File: config.mk
export PLATFORM = sky130hd
export DESIGN_NAME = n64rgb_demux
export DESIGN_NICKNAME = d
export VERILOG_FILES = /design/src/rtl/n64rgb_pkg.sv /design/src/rtl/n64rgb_mode_det.sv /design/src/rtl/n64rgb_demux.sv
export SDC_FILE = /design/constraint.sdc
export NUM_CORES = 1
export LEC_CHECK = 0
export BUFFER_PORTS_ARGS = -buffer_cell sky130_fd_sc_hd__buf_2
export CAP_MARGIN = 20
export CORE_MARGIN = 2
export CORE_UTILIZATION = 41
export CTS_CLUSTER_DIAMETER = 40
export DETAILED_ROUTE_END_ITERATION = 10
export SETUP_SLACK_MARGIN = 0.2
export SLEW_MARGIN = 20
export SYNTH_ARGS = -nofsm -noshare
export SYNTH_HDL_FRONTEND = slang
export SYNTH_SLANG_ARGS = --single-unit
File: constraint.sdc
create_clock -name CLK -period 1.45 [get_ports CLK]
set_input_delay 0.145 -clock CLK [delete_from_list [all_inputs] [get_ports CLK]]
set_output_delay 0.145 -clock CLK [all_outputs]
set_load 0.005 [all_outputs]
File: src/rtl/n64rgb_pkg.sv
// Shared constants for the N64 VI demultiplexer: deblur mode codes and sync-word bit positions.
// No logic, no latency, no flow control.
package n64rgb_pkg;
    localparam logic [1:0] DEBLUR_AUTO = 2'd0;
    localparam logic [1:0] DEBLUR_ON   = 2'd1;
    localparam logic [1:0] DEBLUR_OFF  = 2'd2;

    localparam int SYNC_V  = 3;
    localparam int SYNC_CL = 2;
    localparam int SYNC_H  = 1;
    localparam int SYNC_C  = 0;
endpackage

File: src/rtl/n64rgb_mode_det.sv
// Sync register and 240p/480i detection from vsync serration, plus field parity.
// Edge flags are combinational against the registered sync word; no backpressure.
module n64rgb_mode_det
    import n64rgb_pkg::*;
#(
    parameter int SERR_W      = 3,
    parameter int SERR_THRESH = 4
) (
    input  logic       clk,
    input  logic       rst,
    input  logic       sync_cyc,
    input  logic [3:0] sync_in,
    output logic [3:0] syncs,
    output logic       hsync_rise,
    output logic       csync_rise,
    output logic       is_480i,
    output logic       field
);
    localparam logic [SERR_W-1:0] SERR_MAX = '1;
    localparam logic [SERR_W:0]   THRESH   = SERR_THRESH[SERR_W:0];

    logic [SERR_W-1:0] serr;
    logic              vsync_fall;
    logic              vsync_rise;

    assign vsync_fall = syncs[SYNC_V] & ~sync_in[SYNC_V];
    assign vsync_rise = ~syncs[SYNC_V] & sync_in[SYNC_V];
    assign csync_rise = ~syncs[SYNC_C] & sync_in[SYNC_C];
    assign hsync_rise = ~syncs[SYNC_H] & sync_in[SYNC_H];

    always_ff @(negedge clk or posedge rst) begin
        if (rst) begin
            syncs   <= 4'hF;
            serr    <= '0;
            is_480i <= 1'b0;
            field   <= 1'b0;
        end else if (sync_cyc) begin
            syncs <= sync_in;
            // The vsync-start clear wins over a serration that lands on the same word.
            if (vsync_fall) begin
                serr  <= '0;
                field <= is_480i ? ~field : 1'b0;
            end else if (csync_rise && !syncs[SYNC_V] && serr != SERR_MAX) begin
                serr <= serr + 1'b1;
            end
            if (vsync_rise)
                is_480i <= ({1'b0, serr} >= THRESH);
        end
    end
endmodule

File: src/rtl/n64rgb_demux.sv
// Splits the multiplexed N64 VI sync/R/G/B word stream into parallel colour and sync outputs.
// RGB and PIX_VALID update on the same falling edge that samples B; no backpressure.
module n64rgb_demux
    import n64rgb_pkg::*;
#(
    parameter int COLOR_W     = 7,
    parameter int SERR_W      = 3,
    parameter int SERR_THRESH = 4,
    parameter int PIX_W       = 10
) (
    input  logic               CLK,
    input  logic               RST,
    input  logic               nDSYNC,
    input  logic [COLOR_W-1:0] DI,
    input  logic [1:0]         DEBLUR_MODE,
    output logic [COLOR_W-1:0] R_o,
    output logic [COLOR_W-1:0] G_o,
    output logic [COLOR_W-1:0] B_o,
    output logic               nVSYNC,
    output logic               nCLAMP,
    output logic               nHSYNC,
    output logic               nCSYNC,
    output logic               PIX_VALID,
    output logic [PIX_W-1:0]   PIX_X,
    output logic               IS_480I,
    output logic               FIELD
);
    logic [3:0]         syncs;
    logic               hsync_rise;
    logic               csync_rise;
    logic [1:0]         cnt;
    logic               skip;
    logic [1:0]         mode_q;
    logic [COLOR_W-1:0] r_stg;
    logic [COLOR_W-1:0] g_stg;
    logic               en;

    n64rgb_mode_det #(
        .SERR_W      (SERR_W),
        .SERR_THRESH (SERR_THRESH)
    ) u_mode_det (
        .clk        (CLK),
        .rst        (RST),
        .sync_cyc   (~nDSYNC),
        .sync_in    (DI[3:0]),
        .syncs      (syncs),
        .hsync_rise (hsync_rise),
        .csync_rise (csync_rise),
        .is_480i    (IS_480I),
        .field      (FIELD)
    );

    assign {nVSYNC, nCLAMP, nHSYNC, nCSYNC} = syncs;

    // Force-off commits everything; force-on ignores interlace and relies on skip alone.
    assign en = (mode_q == DEBLUR_OFF) | skip | ((mode_q != DEBLUR_ON) & IS_480I);

    always_ff @(negedge CLK or posedge RST) begin
        if (RST) begin
            R_o       <= '0;
            G_o       <= '0;
            B_o       <= '0;
            r_stg     <= '0;
            g_stg     <= '0;
            PIX_VALID <= 1'b0;
            PIX_X     <= '0;
            cnt       <= 2'd0;
            skip      <= 1'b0;
            mode_q    <= DEBLUR_AUTO;
        end else begin
            PIX_VALID <= 1'b0;
            if (!nDSYNC) begin
                cnt    <= 2'd0;
                mode_q <= DEBLUR_MODE;
                skip   <= csync_rise ? 1'b0 : ~skip;
                if (hsync_rise)
                    PIX_X <= '0;
            end else begin
                if (cnt != 2'd3)
                    cnt <= cnt + 2'd1;
                case (cnt)
                    2'd0: r_stg <= DI;
                    2'd1: g_stg <= DI;
                    2'd2: begin
                        if (en) begin
                            R_o       <= r_stg;
                            G_o       <= g_stg;
                            B_o       <= DI;
                            PIX_VALID <= 1'b1;
                            PIX_X     <= PIX_X + 1'b1;
                        end
                    end
                    default: ;
                endcase
            end
        end
    end
endmodule

# Word level (Yosys, flattened, before mapping)
# Cells that the tools add are included.
op_classes:
  n_lt_le_gt_ge: 1
  n_eq_ne: 9
  mux: 13
  n_addsub: 3
  n_reduce_logical: 13
  bitwise_logic: 14
ops:
  columns: ["operator", "n"]
  rows:
  - ["$mux 10", 4]
  - ["$add 10x1->10 const B", 1]
  - ["$reduce_and 2->1", 5]
  - ["$ne 2x1->1 const B", 4]
  - ["$not 1->1", 7]
  - ["$mux 3", 2]
  - ["$reduce_and 3->1", 2]
  - ["$and 1x1->1", 5]
  - ["$mux 1", 5]
  - ["$eq 2x2->1 const B", 2]
  - ["$mux 2", 2]
  - ["$reduce_bool 2->1", 2]
  - ["$add 3x1->3 const B", 1]
  - ["$ge 3x3->1 const B", 1]
  - ["$ne 3x3->1 const B", 1]
  - ["$add 2x1->2 const B", 1]
  - ["$eq 2x1->1 const B", 1]
  - ["$logic_and 1x1->1", 2]
  - ["$logic_not 2->1", 1]
  - ["$ne 2x2->1 const B", 1]
  - ["$or 1x1->1", 2]
  - ["$logic_not 1->1", 1]
totals:
  elab_cells: 67
  reg_bits: 60
  out_inout_bits: 38

# Depth between registers and ports, before layout
depth:
  ltp_word: 6
  ltp_mapped: 8
  mapped_depth_nobuf: 6

# Cells and area by module
# A second synthesis with hierarchy kept.
unflattened:
  cells_unflattened: 196
  area_unflattened_um2: 2655.0
by_module_without_submodules:
  columns: ["module", "instances", "cells_each", "area_each_um2"]
  rows:
  - ["n64rgb_demux", 1, 158, 2193.4]
  - ["n64rgb_mode_det", 1, 38, 461.7]

==> results.py <==
metrics = {
    "power": {
        "power.density_cell_area_mw_per_mm2": 1599,
        "leakage_nw": 2.219,
        "post-layout-total-power_w": 0.007120,
        "vdd_ir_drop_max_mv": 0.9717,
    },
    "floorplan": {
        "chipHeight_um": 83.39,
        "rows": 28,
        "initial_utilization": 0.4313,
        "io_pins": 50,
        "die_width_um": 83.39,
        "design.die.area_mm2": 0.006953,
        "placeableCoreArea_mm2": 0.005991,
    },
    "critical_path": {
        "critical_path_arrival_ns": 1.74,
        "worstSetupStartpoint": "u_mode_det.syncs[0]$_DFFE_NP1N_",
        "critical_path.reg2reg.startpoint": "cnt[1]$_DFFE_NP0P_",
        "worst_setup_path_end_kind": "output port",
        "critPathRequiredTime_ns": 1.31,
        "worst_setup_path_start_kind": "register",
        "crit_slowest_cell": "sky130_fd_sc_hd__dfstp_2",
        "crit_fanout": 2,
        "timing_worst_setup_path_type": "reg2out",
        "timing.critical_path.cells": "buf_6",
        "critPathMaxStageDelay_ns": 0.54,
        "cp_top_family": "flip-flops",
        "cp_num_buf_inv": 1,
    },
    "hold_path": {
        "min-delay-path-class": "in2async",
    },
    "timing": {
        "rsz0062_at_grt": "yes",
        "report.final.slew_viol_count": 0,
        "final_hold_violations": 0,
        "worst_setup_margin_ns": -0.4306,
        "timing_worst_slew_pin_value_ns": 0.3901,
        "max_slew_headroom": 0.7372,
        "hold-worst-slack_ns": 0.4494,
        "setup_violations": 92,
        "skew_ns": 0.05818,
    },
    "route": {
        "total_wirelength_um": 6864,
        "drc_errors": 0,
        "vias_per_cell": 4.886,
        "antenna_left": 0,
        "drt_iter0_drc": 55,
        "drtPass1Iterations": 4,
        "route.detailed.wl_per_inst_um": 16.00,
        "detailroute.via_count": 2096,
    },
    "logic_synthesis": {
        "postSynthRegisterBits": 60,
        "yosys.cell_types.count": 34,
        "synth_enable_flop_cells": 0,
        "synth_async_reset_ratio": 1.000,
        "ys_dominant_reg_cell": "sky130_fd_sc_hd__dfrtn_1",
        "syn-cell-area_mm2": 0.002584,
        "yosysWarningCount": 0,
        "seq_area_frac_synth": 0.5831,
        "syn_nets": 226,
        "synthesis.instances": 206,
        "syn_area_per_cell_um2": 12.54,
    },
    "final_layout": {
        "synthToLayoutAreaGrowth_pct": 72.35,
        "fin_nets": 369,
        "postLayoutCellArea_mm2": 0.004453,
        "layout_common_cells": "sky130_fd_sc_hd__buf_4 (57), sky130_fd_sc_hd__dfrtn_1 (56), sky130_fd_sc_hd__buf_2 (47)",
        "filler_instances": 380,
        "n_antenna_cell": 0,
        "layout_commonest_cell": "sky130_fd_sc_hd__buf_4",
        "final_layout_size_suffix_gt1_frac": 0.6554,
        "sequential_cell_area_mm2": 0.001506,
        "multi_input_comb_area_mm2": 0.001395,
    },
    "grt": {
        "globalRouteOverflowTotal": 0,
        "largest_net_degree_at_the_start_of_global_routing": 22,
        "wire_length_of_the_first_global_routing_pass_um": 10740,
        "via_count_of_the_first_global_routing_pass": 2096,
        "grtUsageTotal": 0.1983,
        "antenna_found_initial": 0,
    },
    "run_status": {
        "result_of_the_run": "complete, but fails checks",
        "failed_checks": "setup timing",
    },
    "clock_tree": {
        "insertion_delay_ns": 0.38,
        "cts_tree": "built",
        "post_cts_hold_buffer_count": 0,
        "clock_sink_count": 60,
        "worst_setup_hold_path_clk_slew_ns": 0.05,
        "cts_root_buf": "sky130_fd_sc_hd__clkbuf_8",
        "tritoncts.num_buffers": 9,
        "cts.htree.levels": 3,
        "cts_buffer_depth": 2,
    },
    "run": {
        "maxCapViolCount": 0,
    },
    "placed_design": {
        "dpl-instance-area_mm2": 0.003368,
        "detailedPlacementHpwl_um": 3893,
        "place.gp.congestion": 0.8199,
        "place.port_buffers": 49,
    },
}
==> report_power, final <==
part	switching, W	total, W	internal [W]	leakage, nW
Sequential	0.000325	0.00262	0.00229	0.736
Clock	0.000721	0.00186	0.00114	0.143
Combinational	0.000917	0.00264	0.00172	1.34
==> routing by layer <==
layer / vias to the layer above / share of wire / track usage
li1: 1001 / - / -
met1: 1047 / 0.44 / 0.2719
met2: 39 / 0.51 / 0.3116
met3: 9 / 0.035 / 0.04175
met4: 0 / 0.015 / 0.07154
met5: - / 0 / 0
==> flip-flops by register name, indices dropped and copies added (netlist names) <==
signal	flops
B_o	7
G_o	7
PIX_VALID	1
PIX_X	10
R_o	7
cnt	2
g_stg	7
mode_q	2
r_stg	7
skip	1
u_mode_det.field	1
u_mode_det.is_480i	1
u_mode_det.serr	3
u_mode_det.syncs	4
==> metrics by stage <==
stage	TNS, ns	util	cells	worst slack (ns)
final	-22.57	0.7433	429	-0.4306
after global routing	-25.02	0.7433	429	-0.4635
after CTS	-21.32	0.7011	411	-0.4372
after detailed placement	-28.42	0.5622	360	-0.6110
after global placement	-27.61	0.5622	360	-0.5879
after floorplan	-12.13	-	206	-0.4270
==> tightest hold or removal path, stage by stage <==
cell,delay (ns)
sky130_fd_sc_hd__buf_2,0.11
sky130_fd_sc_hd__clkinvlp_4,0.08
sky130_fd_sc_hd__buf_12,0.17
==> Yosys cell counts (all sizes together), types with 2 or more instances <==
master / instances / area share
a21oi: 3 / 0.0058
a31oi: 4 / 0.0097
buf: 5 / 0.016
clkbuf: 2 / 0.0034
dfrtn: 56 / 0.54
dfstp: 4 / 0.041
ha: 8 / 0.039
inv: 10 / 0.015
mux2: 40 / 0.17
mux2i: 2 / 0.0077
nand2: 25 / 0.036
nand2b: 5 / 0.012
nand3: 5 / 0.0097
nand4: 2 / 0.0048
nor2: 8 / 0.012
o21ai: 12 / 0.023
o221ai: 2 / 0.0068
==> kinds of logic after synthesis <==
kind of cell / count (synthesis) / share of synthesized area
XOR/XNOR: 1 / 0.003390
AND/OR/NAND/NOR: 51 / 0.09443
AO/OA/AOI/OAI: 27 / 0.06393
adder cells (fa/ha/maj): 8 / 0.03874
multiplexers: 42 / 0.1821
buffers and inverters: 17 / 0.03438
flip-flops: 60 / 0.5830
==> area by class of cell <==
cell class / count / share of cell area
multi-input combinational: 129 / 0.3133
inverter: 9 / 0.008991
clock inverter: 8 / 0.02079
tap: 75 / 0.02107
sequential: 60 / 0.3383
clock buffer: 12 / 0.03737
timing repair buffer: 136 / 0.2602
==> final timing paths <==
kind	slack (ns)	endpoint	cells past startpoint
setup reg to reg	-0.31	PIX_X[9]$_DFFE_NP0P_	9
setup / recovery	-0.43	nCSYNC	1
min in group CLK	0.46	B_o[0]$_DFFE_NP0P_	1
hold reg to reg	0.46	B_o[0]$_DFFE_NP0P_	1
max in group asynchronous	0.63	B_o[2]$_DFFE_NP0P_	4
hold / removal	0.45	skip$_DFFE_NP0N_	3
==> repair_timing <==
item,CTS,global route
buffers inserted,29,18
gates cloned,3,0
resized for setup,67,21
setup endpoints to repair,96,96
hold endpoints to repair,0,0
pin swaps,13,9
(Power assumes the default switching activity.)
